===== src/rtl/frame_disassembly.sv =====
// frame_disassembly: receive-side MHP frame parser.
// Rebuilds dst/src/size/dir/type/payload from a 51-byte stream, verifies the
// 16-bit shifted-sum checksum and strobes o_valid / o_crc_err / o_gap_err.
// Optional macro FRAME_DISASM_DST_FILTER_EN: drop good frames whose dst is
// neither MY_ADDR nor broadcast 16'hFFFF.
module frame_disassembly #(
    parameter int unsigned MHP_FRAME_LEN = 51,
    parameter int unsigned GAP_TIMEOUT   = 4,
    parameter logic [15:0] MY_ADDR       = 16'h0001
) (
    input  logic         clk,
    input  logic         rst,
    input  logic [7:0]   i_rdata,
    input  logic         i_rvalid,
    output logic [15:0]  o_dst,
    output logic [15:0]  o_src,
    output logic [15:0]  o_size,
    output logic         o_dir,
    output logic [6:0]   o_type,
    output logic [335:0] o_payload,
    output logic         o_valid,
    output logic         o_crc_err,
    output logic         o_gap_err,
    output logic         busy
);

    localparam int unsigned FrameBits = MHP_FRAME_LEN * 8;
    localparam logic [5:0]  LastIdx   = 6'(MHP_FRAME_LEN - 1);
    localparam logic [5:0]  CrcIdx    = 6'(MHP_FRAME_LEN - 2);
    localparam logic [3:0]  GapLimit  = 4'(GAP_TIMEOUT);

    typedef enum logic [1:0] {StIdle, StRecv, StCheck} state_e;

    state_e                 state_q, state_d;
    logic [5:0]             ctr_q, ctr_d;
    logic [15:0]            acc_q, acc_d;
    logic [3:0]             gap_q, gap_d;
    logic [FrameBits-1:0]   sh_q, sh_d;
    logic [15:0]            dst_q, dst_d, src_q, src_d, size_q, size_d;
    logic                   dir_q, dir_d;
    logic [6:0]             type_q, type_d;
    logic [335:0]           pay_q, pay_d;
    logic                   valid_q, valid_d, crc_err_q, crc_err_d, gap_err_q, gap_err_d;

    // Frame as it looks once the current byte is shifted in; byte j sits at [8*j +: 8]
    // after all 51 bytes have arrived.
    logic [FrameBits-1:0]   frame;
    logic [15:0]            acc_add;
    logic [3:0]             gap_inc;
    logic                   crc_ok;
    logic                   addr_ok;

    assign frame   = {i_rdata, sh_q[FrameBits-1:8]};
    assign acc_add = {8'h00, i_rdata} << ctr_q[1:0];
    assign gap_inc = gap_q + 4'd1;
    assign crc_ok  = ({frame[399:392], frame[407:400]} == acc_q);

`ifdef FRAME_DISASM_DST_FILTER_EN
    assign addr_ok = (frame[15:0] == MY_ADDR) || (frame[15:0] == 16'hFFFF);
`else
    assign addr_ok = 1'b1;
    logic unused_my_addr;
    assign unused_my_addr = ^MY_ADDR;
`endif

    // Next-state logic. The checksum verdict is taken on the edge that accepts
    // byte 50 so the registered strobes are visible during the CHECK cycle.
    always_comb begin
        state_d   = state_q;
        ctr_d     = ctr_q;
        acc_d     = acc_q;
        gap_d     = gap_q;
        sh_d      = sh_q;
        dst_d     = dst_q;
        src_d     = src_q;
        size_d    = size_q;
        dir_d     = dir_q;
        type_d    = type_q;
        pay_d     = pay_q;
        valid_d   = 1'b0;
        crc_err_d = 1'b0;
        gap_err_d = 1'b0;
        unique case (state_q)
            StIdle: begin
                if (i_rvalid) begin
                    state_d = StRecv;
                    ctr_d   = 6'd1;
                    acc_d   = {8'h00, i_rdata};
                    gap_d   = 4'd0;
                    sh_d    = frame;
                end
            end
            StRecv: begin
                if (i_rvalid) begin
                    sh_d  = frame;
                    gap_d = 4'd0;
                    ctr_d = ctr_q + 6'd1;
                    if (ctr_q < CrcIdx) begin
                        acc_d = acc_q + acc_add;
                    end
                    if (ctr_q == LastIdx) begin
                        state_d = StCheck;
                        ctr_d   = 6'd0;
                        if (!crc_ok) begin
                            crc_err_d = 1'b1;
                        end else if (addr_ok) begin
                            valid_d = 1'b1;
                            dst_d   = frame[15:0];
                            src_d   = frame[31:16];
                            size_d  = frame[47:32];
                            dir_d   = frame[55];
                            type_d  = frame[54:48];
                            pay_d   = frame[391:56];
                        end
                    end
                end else begin
                    gap_d = gap_inc;
                    if (gap_inc == GapLimit) begin
                        gap_err_d = 1'b1;
                        state_d   = StIdle;
                        ctr_d     = 6'd0;
                        gap_d     = 4'd0;
                    end
                end
            end
            StCheck: begin
                // Any byte presented here is ignored.
                state_d = StIdle;
            end
            default: state_d = StIdle;
        endcase
    end

    // State and output registers.
    always_ff @(posedge clk or posedge rst) begin
        if (rst) begin
            state_q   <= StIdle;
            ctr_q     <= '0;
            acc_q     <= '0;
            gap_q     <= '0;
            sh_q      <= '0;
            dst_q     <= '0;
            src_q     <= '0;
            size_q    <= '0;
            dir_q     <= 1'b0;
            type_q    <= '0;
            pay_q     <= '0;
            valid_q   <= 1'b0;
            crc_err_q <= 1'b0;
            gap_err_q <= 1'b0;
        end else begin
            state_q   <= state_d;
            ctr_q     <= ctr_d;
            acc_q     <= acc_d;
            gap_q     <= gap_d;
            sh_q      <= sh_d;
            dst_q     <= dst_d;
            src_q     <= src_d;
            size_q    <= size_d;
            dir_q     <= dir_d;
            type_q    <= type_d;
            pay_q     <= pay_d;
            valid_q   <= valid_d;
            crc_err_q <= crc_err_d;
            gap_err_q <= gap_err_d;
        end
    end

    assign o_dst     = dst_q;
    assign o_src     = src_q;
    assign o_size    = size_q;
    assign o_dir     = dir_q;
    assign o_type    = type_q;
    assign o_payload = pay_q;
    assign o_valid   = valid_q;
    assign o_crc_err = crc_err_q;
    assign o_gap_err = gap_err_q;
    assign busy      = (state_q != StIdle);

endmodule

===== config.mk =====
export PLATFORM = sky130hd
export DESIGN_NAME = frame_disassembly
export DESIGN_NICKNAME = d
export VERILOG_FILES = /design/src/rtl/frame_disassembly.sv
export SDC_FILE = /design/constraint.sdc
export NUM_CORES = 2
export LEC_CHECK = 0
export CORE_MARGIN = 2
export CORE_UTILIZATION = 50
export DETAILED_ROUTE_END_ITERATION = 10
export PLACE_DENSITY = 0.77
export SYNTH_ARGS = -nofsm -noshare
export SYNTH_HDL_FRONTEND = slang
export SYNTH_SLANG_ARGS = --single-unit
export TNS_END_PERCENT = 10

===== constraint.sdc =====
create_clock -name clk -period 31.5 [get_ports clk]
set_input_delay 6.3 -clock clk [delete_from_list [all_inputs] [get_ports clk]]
set_output_delay 6.3 -clock clk [all_outputs]
set_load 0.01 [all_outputs]

==> summary.txt <==
Status: finished, final reports clean
Total GRT Usage: 23.2%
Starting Density: 50.6%
RSZ-0062 raised after global routing: no
Setup crit end kind: flop
Gate count of the mapped netlist: 2,799
Synth warn: 0
Worst path max stage delay: 1050 ps
Most frequent cells in the layout: nand2_1, dfrtp_1, clkdlybuf4s50_1
Final Util: 62.4%
Total power: 2.37 mW
DIE AREA: 65,800 um2
Worst-margin pin slew: 1260 ps
Max Clk Rate: 97.4 MHz
Worst Clk Skew: 17.9 ps
RePlAce Congestion: 0.867
Mean routed wirelength per cell: 18.7 um
Critical path's top delay family: buffers and inverters
Initial DRT Pass Iterations: 5
Row count: 92
Global-route wire length before repair: 123,000 um
Sequential element share of the synthesized area: 64.6%
Boundary Pins: 407
DP HPWL: 49,000 um
Drt total wl: 76,000 um
Via count: 21,400
Share of layout cells above drive strength 1: 6.00%
H-tree Lvls: 3
Overflow after GRT: 0
Area of the multi-input gates: 10,600 um2
Slew Viols, Final: 0
Crit-path max FO: 91
Die width: 257 um
Clk root buf: clkbuf_16
Initial antenna violation count: 0
Syn Area/Cell: 11.4 um2
Hold Fails Final Rpt: 0
DR iter-0 viols: 1,553
Max Cap Viol: 0
CTS sink cnt: 823
Pwr dens: 60.1 nW/um2
Setup TNS: 0 ps
Antenna cells: 0
Crit-path slowest cell: buf_4
Setup bufs post-CTS: 0
Total CTS buffers: 83
Async SR Flop Fraction: 100%
Skew-Pair Late Insertion Delay: 630 ps
Hold slack: 476 ps
Leading register cell type out of synthesis: dfrtp_1
P_leak: 20.8 nW
Synth Cell Area: 31,900 um2
Maximum vdd drop: 0.0420 mV
Commonest non-fill, non-tap cell in the layout: nand2_1
# hold bufs at CTS: 0
Critical path cell sequence: clkdlybuf4s50_1 > xor2_1 > nor4_1 > nand4_1 > nor3_4 > buf_4 > buf_4 > mux2_1
Synth cell types: 56
Area Growth Syn to Fin: 23.4%
Die Height: 257 um
Final std cells w/o fill: 4,077
# DRC: 0
Core area: 63,100 um2
DR vias/cell: 5.25
Post-synth EDFFs: 0
Port Buffers: 406
Worst relative slew slack: 15.7%
Placed insts: 3,926
Critical path class: in2reg
Clock Path Buffers: 3
CP required: 32,000 ps
Fin crit period: 10,270 ps
PostCTS Resize Cnt: 0
Worst-path clk slew: 60 ps
Vias in the first global route: 22,200
Post-route ant nets: 0
Final setup violating endpoints: 0
CP most frequent cell: buf_4
Seq cells post-synth: 823
Fill count: 4,817
Storage cell area: 20,600 um2
Worst hold path type: reg2reg
Share of the cycle needed by the critical path after routing: 32.6%
Worst Path Buf+Inv: 3
Worst path arrival time: 10,770 ps
CP Launch Type: primary input
Syn Nets: 2,827
Nets: 3,193
CTS tree: done
Pin count of the biggest net entering global routing: 193
==> through the flow <==
| stage | setup WS, ps | area [um2] |
|---|---|---|
| 4_1_cts | 21290 | 39400 |
| 6_report | 21230 | 39400 |
| 5_1_grt | 21060 | 39400 |
| 3_3_place_gp | 20720 | 36500 |
| 3_5_place_dp | 20660 | 36500 |
| 2_1_floorplan | 2080 | 31900 |
==> sequential cells by signal, summed over array words and instances (netlist names) <==
signal / flops
o_valid: 1
state_q: 2
acc_q: 16
o_type: 7
ctr_q: 6
o_size: 16
o_gap_err: 1
o_payload: 336
o_src: 16
o_dst: 16
o_dir: 1
sh_q: 400
gap_q: 4
o_crc_err: 1
==> per-layer routing <==
layer,up-vias,part of all wire [%],global-route usage [%]
li1,9785,-,-
met1,10900,43,30.9
met2,585,47,37.2
met3,109,7.4,6.35
met4,0,2.5,7.41
met5,-,0,0
==> cell usage after synthesis, types with 6 or more instances <==
master / number / area (um2)
dfrtp_1: 823 / 20600
buf_4: 33 / 248
nor2_1: 15 / 56.3
buf_6: 7 / 78.8
xor2_1: 20 / 175
nand3_1: 10 / 50.1
a21oi_1: 12 / 60.1
o21ai_0: 24 / 120
mux2i_1: 10 / 100
a22oi_1: 7 / 52.6
a21o_1: 6 / 45.0
ha_1: 16 / 200
buf_1: 13 / 48.8
clkbuf_1: 92 / 345
mux2_1: 369 / 4160
nand2_1: 1228 / 4610
mux2_2: 24 / 270
==> worst reg2reg max path, stage by stage, from the launching register on <==
cell and delay, ps:
dfrtp_1 670, inv_1 260, ha_1 190, or4b_1 560, nor3_4 780, buf_4 760, buf_4 1130, mux2_1 460
==> final timing paths <==
kind	to	cells past startpoint	start	slack [ps]
max	o_payload[61]	8	i_rdata[2]	21230
min	sh_q[15]	2	sh_q[15]	480
max reg2reg	o_payload[61]	7	ctr_q[0]	26560
min reg2reg	sh_q[15]	2	sh_q[15]	480
max in group asynchronous	sh_q[8]	5	rst	21910
min in group asynchronous	o_payload[261]	2	rst	6320
==> area by class of cell <==
class | count | area share [%]
clock inverter | 43 | 1.48
multi-input combinational | 1823 | 26.8
tap | 846 | 2.69
inverter | 5 | 0.0668
timing repair buffer | 429 | 10.8
clock buffer | 108 | 5.80
sequential | 823 | 52.3
==> where the power goes <==
group | switching (mW) | internal (mW)
Sequential | 0.0581 | 1.11
Combinational | 0.111 | 0.0579
Clock | 0.420 | 0.607
==> logic make-up after synthesis <==
| group | synth area share, % |
|---|---|
| AND/OR/NAND/NOR | 15.8 |
| flip-flops | 64.6 |
| multiplexers | 14.3 |
| buffers and inverters | 2.37 |
| AO/OA/AOI/OAI | 1.66 |
| XOR/XNOR | 0.631 |
| adder cells (fa/ha/maj) | 0.690 |
No activity file was read; power rests on OpenSTA's default activity.
